==> src/rtl/gate_sweep_pkg.sv <==
// Shared types and the golden gate function for the truth-table sweeper.
// golden() takes the live input count so one package serves any N_IN up to 8.
package gate_sweep_pkg;

  typedef enum logic [2:0] {
    MODE_AND  = 3'd0,
    MODE_OR   = 3'd1,
    MODE_NAND = 3'd2,
    MODE_NOR  = 3'd3,
    MODE_XOR  = 3'd4,
    MODE_XNOR = 3'd5,
    MODE_MAJ  = 3'd6,
    MODE_RSVD = 3'd7
  } mode_e;

  typedef enum logic [1:0] {
    IDLE = 2'd0,
    RUN  = 2'd1,
    DONE = 2'd2
  } state_e;

  localparam int MAX_IN = 8;

  // Bits of v at or above n are ignored.
  function automatic logic golden(input logic [MAX_IN-1:0] v, input mode_e m, input int n);
    int   pc;
    logic par;
    logic all1;
    logic any1;
    logic y;
    pc   = 0;
    par  = 1'b0;
    all1 = 1'b1;
    any1 = 1'b0;
    for (int i = 0; i < MAX_IN; i++) begin
      if (i < n) begin
        pc   = pc + int'(v[i]);
        par  = par ^ v[i];
        all1 = all1 & v[i];
        any1 = any1 | v[i];
      end
    end
    case (m)
      MODE_AND:  y = all1;
      MODE_OR:   y = any1;
      MODE_NAND: y = ~all1;
      MODE_NOR:  y = ~any1;
      MODE_XOR:  y = par;
      MODE_XNOR: y = ~par;
      MODE_MAJ:  y = (pc > (n / 2));
      default:   y = 1'b0;
    endcase
    return y;
  endfunction

endpackage

==> src/rtl/gate_sweep_if.sv <==
// Control/status bundle between a sweep requester (master) and the sweeper (slave).
interface gate_sweep_if #(parameter int N_IN = 3);

  logic            start;
  logic            abort;
  logic [2:0]      mode;
  logic            dut_y;
  logic [N_IN-1:0] vec;
  logic            vec_valid;
  logic            busy;
  logic            done;
  logic [N_IN:0]   err_cnt;
  logic [N_IN-1:0] first_err_vec;
  logic            cfg_err;

  modport master (
    output start, abort, mode, dut_y,
    input  vec, vec_valid, busy, done, err_cnt, first_err_vec, cfg_err
  );

  modport slave (
    input  start, abort, mode, dut_y,
    output vec, vec_valid, busy, done, err_cnt, first_err_vec, cfg_err
  );

endinterface

==> src/rtl/gate_ref_model.sv <==
// Combinational golden output for the current vector and mode.
module gate_ref_model
  import gate_sweep_pkg::*;
#(
  parameter int N_IN = 3
) (
  input  logic [N_IN-1:0] vec_i,
  input  mode_e           mode_i,
  output logic            y_exp_o
);

  logic [MAX_IN-1:0] vec_wide;

  always_comb begin
    vec_wide             = '0;
    vec_wide[N_IN-1:0]   = vec_i;
    y_exp_o              = golden(vec_wide, mode_i, N_IN);
  end

endmodule

==> src/rtl/gate_sweep_unit.sv <==
// Exhaustive truth-table sweeper: walks every input vector, holds it HOLD cycles,
// samples the gate under test on the last hold cycle and tallies mismatches.
module gate_sweep_unit
  import gate_sweep_pkg::*;
#(
  parameter int N_IN = 3,
  parameter int HOLD = 5
) (
  input logic          clk,
  input logic          rst_n,
  gate_sweep_if.slave  bus
);

  localparam int               CW        = $clog2(HOLD + 1);
  localparam logic [CW-1:0]    HOLD_LAST = CW'(HOLD - 1);

  state_e          state_q, state_d;
  mode_e           mode_q, mode_d;
  logic [CW-1:0]   hold_q, hold_d;
  logic [N_IN-1:0] vec_q, vec_d;
  logic [N_IN:0]   err_q, err_d;
  logic [N_IN-1:0] first_q, first_d;
  logic            cfg_q, cfg_d;
  logic            y_exp;
  logic            sample;

  gate_ref_model #(.N_IN(N_IN)) u_ref (
    .vec_i   (vec_q),
    .mode_i  (mode_q),
    .y_exp_o (y_exp)
  );

  always_ff @(posedge clk or negedge rst_n) begin
    if (!rst_n) begin
      state_q <= IDLE;
      mode_q  <= MODE_AND;
      hold_q  <= '0;
      vec_q   <= '0;
      err_q   <= '0;
      first_q <= '0;
      cfg_q   <= 1'b0;
    end else begin
      state_q <= state_d;
      mode_q  <= mode_d;
      hold_q  <= hold_d;
      vec_q   <= vec_d;
      err_q   <= err_d;
      first_q <= first_d;
      cfg_q   <= cfg_d;
    end
  end

  always_comb begin
    state_d = state_q;
    mode_d  = mode_q;
    hold_d  = hold_q;
    vec_d   = vec_q;
    err_d   = err_q;
    first_d = first_q;
    cfg_d   = cfg_q;
    sample  = (hold_q == HOLD_LAST);
    case (state_q)
      IDLE: begin
        if (bus.start) begin
          if (mode_e'(bus.mode) == MODE_RSVD) begin
            cfg_d = 1'b1;
          end else begin
            cfg_d   = 1'b0;
            mode_d  = mode_e'(bus.mode);
            err_d   = '0;
            first_d = '0;
            vec_d   = '0;
            hold_d  = '0;
            state_d = RUN;
          end
        end
      end
      RUN: begin
        if (sample) begin
          if (bus.dut_y != y_exp) begin
            err_d = err_q + (N_IN + 1)'(1);
            if (err_q == '0) first_d = vec_q;
          end
          hold_d = '0;
          if (vec_q == '1) begin
            state_d = DONE;
            vec_d   = '0;
          end else begin
            vec_d = vec_q + N_IN'(1);
          end
        end else begin
          hold_d = hold_q + CW'(1);
        end
        // A coincident sample has already been tallied above; abort only cuts the sweep.
        if (bus.abort) begin
          state_d = IDLE;
          vec_d   = '0;
          hold_d  = '0;
        end
      end
      DONE:    state_d = IDLE;
      default: state_d = IDLE;
    endcase
  end

  assign bus.vec           = vec_q;
  assign bus.vec_valid     = (state_q == RUN);
  assign bus.busy          = (state_q == RUN);
  assign bus.done          = (state_q == DONE);
  assign bus.err_cnt       = err_q;
  assign bus.first_err_vec = first_q;
  assign bus.cfg_err       = cfg_q;

endmodule

==> src/flat_wrapper.sv <==
// flat-port wrapper written by rule: the top's interface ports become plain ports
module gate_sweep_unit_flat import gate_sweep_pkg::*;
#(
  parameter int N_IN = 3,
  parameter int HOLD = 5
)
  (clk, rst_n, bus_start, bus_abort, bus_mode, bus_dut_y, bus_vec, bus_vec_valid, bus_busy, bus_done, bus_err_cnt, bus_first_err_vec, bus_cfg_err);
  gate_sweep_if #(.N_IN(N_IN)) bus_i ();
  input logic clk;
  input logic rst_n;
  input wire logic [$bits(bus_i.start)-1:0] bus_start;
  input wire logic [$bits(bus_i.abort)-1:0] bus_abort;
  input wire logic [$bits(bus_i.mode)-1:0] bus_mode;
  input wire logic [$bits(bus_i.dut_y)-1:0] bus_dut_y;
  output wire logic [$bits(bus_i.vec)-1:0] bus_vec;
  output wire logic [$bits(bus_i.vec_valid)-1:0] bus_vec_valid;
  output wire logic [$bits(bus_i.busy)-1:0] bus_busy;
  output wire logic [$bits(bus_i.done)-1:0] bus_done;
  output wire logic [$bits(bus_i.err_cnt)-1:0] bus_err_cnt;
  output wire logic [$bits(bus_i.first_err_vec)-1:0] bus_first_err_vec;
  output wire logic [$bits(bus_i.cfg_err)-1:0] bus_cfg_err;
  assign bus_i.start = bus_start;
  assign bus_i.abort = bus_abort;
  assign bus_i.mode = bus_mode;
  assign bus_i.dut_y = bus_dut_y;
  assign bus_vec = bus_i.vec;
  assign bus_vec_valid = bus_i.vec_valid;
  assign bus_busy = bus_i.busy;
  assign bus_done = bus_i.done;
  assign bus_err_cnt = bus_i.err_cnt;
  assign bus_first_err_vec = bus_i.first_err_vec;
  assign bus_cfg_err = bus_i.cfg_err;
  gate_sweep_unit #(.N_IN(N_IN), .HOLD(HOLD)) u_core (.clk(clk), .rst_n(rst_n), .bus(bus_i));
endmodule
==> config.mk <==
export PLATFORM = sky130hd
export DESIGN_NAME = gate_sweep_unit_flat
export DESIGN_NICKNAME = d
export VERILOG_FILES = /design/src/rtl/gate_sweep_pkg.sv /design/src/rtl/gate_sweep_if.sv /design/src/rtl/gate_ref_model.sv /design/src/rtl/gate_sweep_unit.sv /design/src/flat_wrapper.sv
export SDC_FILE = /design/constraint.sdc
export NUM_CORES = 1
export LEC_CHECK = 0
export ABC_AREA = 1
export CAP_MARGIN = 20
export CORE_AREA = 2 2 51 53
export CTS_CLUSTER_SIZE = 20
export DETAILED_ROUTE_END_ITERATION = 7
export DIE_AREA = 0 0 53 55
export PLACE_DENSITY = 0.94
export SLEW_MARGIN = 20
export SYNTH_ARGS = -nofsm -noshare
export SYNTH_HDL_FRONTEND = slang
export SYNTH_HIERARCHICAL = 1
export SYNTH_SLANG_ARGS = --single-unit
==> constraint.sdc <==
create_clock -name clk -period 6.02 [get_ports clk]
set_clock_uncertainty 0.2 [all_clocks]
set_input_delay 0.602 -clock clk [delete_from_list [all_inputs] [get_ports clk]]
set_output_delay 0.602 -clock clk [all_outputs]
set_load 0.03 [all_outputs]
== Word level (Yosys, flattened, before mapping) ==
Index checks and enable logic that the tools add are counted.
Word-level totals
  output and inout bits: 14
  input bits: 8
  logic and storage cells: 79
  bits in registers: 19
Operators by class
  order comparisons: 1
  equal/unequal tests: 19
  add/sub/neg operators: 5
  bitwise logic cells: 10
  mux-type cells: 26
  reductions and logical operators: 11
Operator list (count)
  $mux W3: 10
  $eq A3 B3 Y1 const B: 6
  $pmux W3 S2: 3
  $mux W4: 4
  $mux W2: 5
  $pmux W4 S2: 1
  $reduce_and A4 Y1: 2
  $pmux W1 S7: 1
  $add A3 B1 Y3 const B: 2
  $eq A3 B2 Y1 const B: 2
  $ne A2 B1 Y1 const B: 3
  $ne A3 B2 Y1 const B: 2
  $reduce_and A3 Y1: 2
  $reduce_and A6 Y1: 1
  $reduce_and A5 Y1: 1
  $add A4 B1 Y4 const B: 1
  $logic_not A4 Y1: 1
  $ne A2 B2 Y1 const B: 2
  $not A1 Y1: 4
  $pmux W2 S2: 1
  $add A2 B1 Y3: 1
  $eq A3 B1 Y1 const B: 1
  $gt A3 B1 Y1 const B: 1
  $logic_not A3 Y1: 1
  11 further kinds: 14

== Depth between registers and ports, before layout ==
  depth after elaboration: 8
  gate-level depth with buffers: 16
  depth with buffers taken out: 16

== Hierarchy ==
Netlist, hierarchy kept.
Modules (own cells, without submodules)
  gate_sweep_unit: times used 1, area an instance 1118.6 um^2, cells each 136
  gate_ref_model: times used 1, area an instance 163.9 um^2, cells each 32

== Worst setup path after synthesis ==
OpenSTA, ideal clock, no wires.
  kind: reg-to-reg
  start point: register u_core.vec_q[0], in the netlist u_core/bus.vec[0]
  end point: register u_core.err_q[0], in the netlist u_core/bus.err_cnt[0]
  setup time: 65 ps
  required time: 5755 ps
  stages on the path, launching flop included: 14
  buffers on the path: 0
  data arrival time: 1958 ps
  path slack: 3797 ps
  path through: dfrtp_1 fa_1 inv_1 nand3_1 nand2_1 nor2_1 nand2_1 inv_1 nand2_1 nand3_2 nand2_1 nor2_1 nand2_1 nand2_1
On the way
  word-level cells in the longest chain between the ends: 7
  elaborated cells on any way between the ends: 16
  classes of those cells: add/sub (2); order compare (1); eq/ne (2); mux (1); bitwise (9); reduce/logical (1)
RTL lines
  start: declaration: RTL line gate_sweep_unit.sv:20  | logic [N_IN-1:0] vec_q, vec_d;
  start signal: assignment: RTL line gate_sweep_unit.sv:46  | vec_q <= vec_d;
  $add A1 B1 Y2 (tied with other cells): RTL line gate_sweep_pkg.sv:37  | pc = pc + int'(v[i]);
  $add A2 B1 Y3 (tied with other cells): RTL line gate_sweep_pkg.sv:37
  $gt A3 B1 Y1 (tied with other cells): RTL line gate_sweep_pkg.sv:50  | MODE_MAJ: y = (pc > (n / 2));
  $pmux W1 S7 *: RTL line gate_sweep_pkg.sv:43  | case (m)
  via u_core.y_exp: RTL line gate_sweep_unit.sv:24  | logic y_exp;
  $ne A1 B1 Y1 *: RTL line gate_sweep_unit.sv:80  | if (bus.dut_y != y_exp) begin
  $ne A2 B1 Y1 (no line) *
  $reduce_and A5 Y1 (no line) *
  end signal: assignment: RTL line gate_sweep_unit.sv:47  | err_q <= err_d;
  end: declaration: RTL line gate_sweep_unit.sv:21  | logic [N_IN:0] err_q, err_d;
The timed path passes the listed nets; every way through them passes the cells marked *.
A chain may end at the register's enable or synchronous reset.

== Worst setup path in the final report ==
  start point: register u_core.state_q[0]
  end point: output port bus_vec_valid
On the way
  word-level cells in the longest chain between the ends: 1
RTL lines
  start: declaration: RTL line gate_sweep_unit.sv:17  | state_e state_q, state_d;
  start signal: assignment: RTL line gate_sweep_unit.sv:43  | state_q <= state_d;
  $eq A2 B1 Y1: RTL line gate_sweep_unit.sv:107  | assign bus.vec_valid = (state_q == RUN);
  end: declaration: RTL line flat_wrapper.sv:16  | output wire logic [$bits(bus_i.vec_valid)-1:0] bus_vec_valid;
No other way between the ends.

==> qor.csv <==
metric,value,unit
Required @ worst endpoint,5.22,ns
# rows,18,
clock share of power,8.7,%
sw power,369.6,uW
Ports,22,
Fin Setup TNS,0,ns
Post-Syn Area,0.001282,mm2
Slew HR,42.87,%
Max Fanout on Critical Path,6,
Final #Nets,210,
PwrDens,470.8,mW/mm2
Yosys Warn Count,6,
most frequent cells in the layout,"nand2_1 (44), clkdlybuf4s50_1 (21), inv_1 (21), nor2_1 (20), dfrtp_1 (19)",
CTS tree,built,
count of final setup violators,0,
DR vias/cell,4.869,
Critical Path AT,1.66,ns
drt pass-1 iters,4,
post-cts resize count,0,
HPWL Detailed,1784,um
initial DRC count,26,
status,"complete, no violations",
Die Y-Extent,55,um
post-synth net total,185,
final-report max-slew violation count,0,
Diodes inserted,0,
Setup crit end kind,output port,
total CTS buffers,3,
Area Growth Syn to Fin,20.78,%
Flop pwr share,31.5,%
routability cong.,0.7739,
Switching Fraction,50.68,%
"most common cell after layout, fill and taps aside",nand2_1,
post-synthesis sequential area ratio,37.07,%
DP Area,0.001523,mm2
clock slew at reported path FFs,0.11,ns
Max Cap Violations,0,
clk buf depth,2,
# Post-CTS Setup Buffers,0,
Cell Int Power,359.7,uW
Worst Setup Start Kind,flip-flop,
IO buf count,21,
Initial Utilization,54.23,%
RSZ-0062 raised after global routing,no,
GRT Residual Overflow,0,
Sink Count,19,
Worst Tran Pin Value,0.8543,ns
Detail Route Antenna Nets,0,
fin util,65.50,%
number of global-route vias before repair,930,
core box area,0.002365,mm2
Root Buffer,clkbuf_4,
die area,0.002915,mm2
final hold vios,0,
maximum number of pins on one net before global-route repair,20,
Comb pwr share,59.8,%
vias post-DR,1081,
crit path time final,2.462,ns
period utilisation layout,40.89,%
Synth cell types,25,
post-synthesis cell count,168,
Clock Latency Late Sink,0.28,ns
hold_buf cts,0,
average wire per standard cell,10.53,um
Worst VDD drop,0.2863,mV
Die W,53,um
aggregate global-route resource usage,18.31,%
antenna violations before repair,0,
share of cells above drive strength 1,15.10,%
Hold WC Path Type,reg -> reg,
static leakage,0.7802,nW
Synth Register Bits,19,
Max H-tree Level,1,
design area,0.001549,mm2
WS Path Type,reg -> out,
Residual DRC,0,
Fillers,197,
Peak Freq,406.2,MHz
first-pass GRT wire length,3891,um
syn_area_per_cell,7.634,um2
final WL,2337,um
==> cell usage after synthesis, drive strengths merged <==
cell type | instances | share of area, %
nand4 | 1 | 0.49
nand3 | 16 | 7.0
nand2 | 54 | 19
xor2 | 2 | 1.4
dfrtp | 19 | 37
clkinv | 1 | 0.39
inv | 24 | 7.0
a21oi | 1 | 0.39
xnor2 | 1 | 0.68
buf | 1 | 0.59
nand3b | 1 | 0.59
o21ai | 10 | 4.8
nor2 | 27 | 11
fa | 1 | 1.6
o21a | 1 | 0.59
ha | 8 | 7.8
==> worst paths after layout <==
check                                                     endpoint  slack (ns)  cells past startpoint                                     from
hold reg to reg            u_core/bus.first_err_vec[2]$_DFFE_PN0P_        0.29                      2  u_core/bus.first_err_vec[2]$_DFFE_PN0P_
setup reg to reg                 u_core/bus.err_cnt[0]$_DFFE_PN0P_        3.74                     13            u_core/bus.vec[0]$_DFFE_PN0P_
max in group asynchronous             u_core/mode_q[0]$_DFFE_PN0P_        4.50                      1                                    rst_n
hold / removal             u_core/bus.first_err_vec[2]$_DFFE_PN0P_        0.29                      2  u_core/bus.first_err_vec[2]$_DFFE_PN0P_
setup / recovery                                     bus_vec_valid        3.56                      3            u_core/state_q[0]$_DFFE_PN0P_
min in group asynchronous        u_core/bus.err_cnt[2]$_DFFE_PN0P_        0.59                      1                                    rst_n
==> stage by stage <==
step / hold WS, ns / power [mW] / setup slack (ns) / cells
2_1_floorplan: 0.1064 / 0.5479 / 3.797 / 168
3_3_place_gp: 0.2554 / 0.6562 / 3.808 / 218
3_5_place_dp: 0.2691 / 0.6673 / 3.763 / 218
4_1_cts: 0.2956 / 0.7338 / 3.537 / 222
5_1_grt: 0.3226 / 0.7957 / 3.452 / 222
6_report: 0.2859 / 0.7293 / 3.558 / 222
==> flip-flops by register name, summed over array words and instances, names as in the netlist <==
register                  flops
u_core/bus.cfg_err            1
u_core/mode_q                 3
u_core/bus.err_cnt            4
u_core/state_q                2
u_core/hold_q                 3
u_core/bus.first_err_vec      3
u_core/bus.vec                3
==> logic make-up after synthesis <==
logic type	after synthesis	synth area share, %
and+or+nand+nor	99	37.76
xor gates and xnor gates	3	2.049
AOI/OAI and AO/OA	12	5.756
buffers and inverters	26	8.000
adders and majority gates	9	9.366
DFF	19	37.07
==> cell type report <==
class                           count  area, um2  share of cell area [%]
Tap cell                           30      37.54                   2.423
Multi-Input combinational cell    123      704.4                   45.48
Timing Repair Buffer               21      210.2                   13.57
Sequential cell                    19      475.5                   30.69
Clock buffer                        4      26.28                   1.696
Inverter                           25      95.09                   6.139
==> worst max-delay path, stage by stage (launching register included) <==
cell,delay (ns)
dfrtp_1,0.47
inv_2,0.08
nor2_4,0.14
clkdlybuf4s50_1,0.69
==> power groups by stage <==
stage	sequential [mW]	combinational, mW	clock, mW
6_report	0.230	0.436	0.0632
5_1_grt	0.237	0.488	0.0705
2_1_floorplan	0.266	0.282	0
3_3_place_gp	0.230	0.426	0
3_5_place_dp	0.232	0.435	0
4_1_cts	0.229	0.438	0.0665
==> per-layer routing <==
layer	GRT usage, %	vias up	part of all wire, %
li1	-	570	-
met1	24.10	495	50
met2	31.87	14	47
met3	2.419	2	2.7
met4	5.128	0	0.64
met5	0	-	0
(Power assumes the default switching activity.)
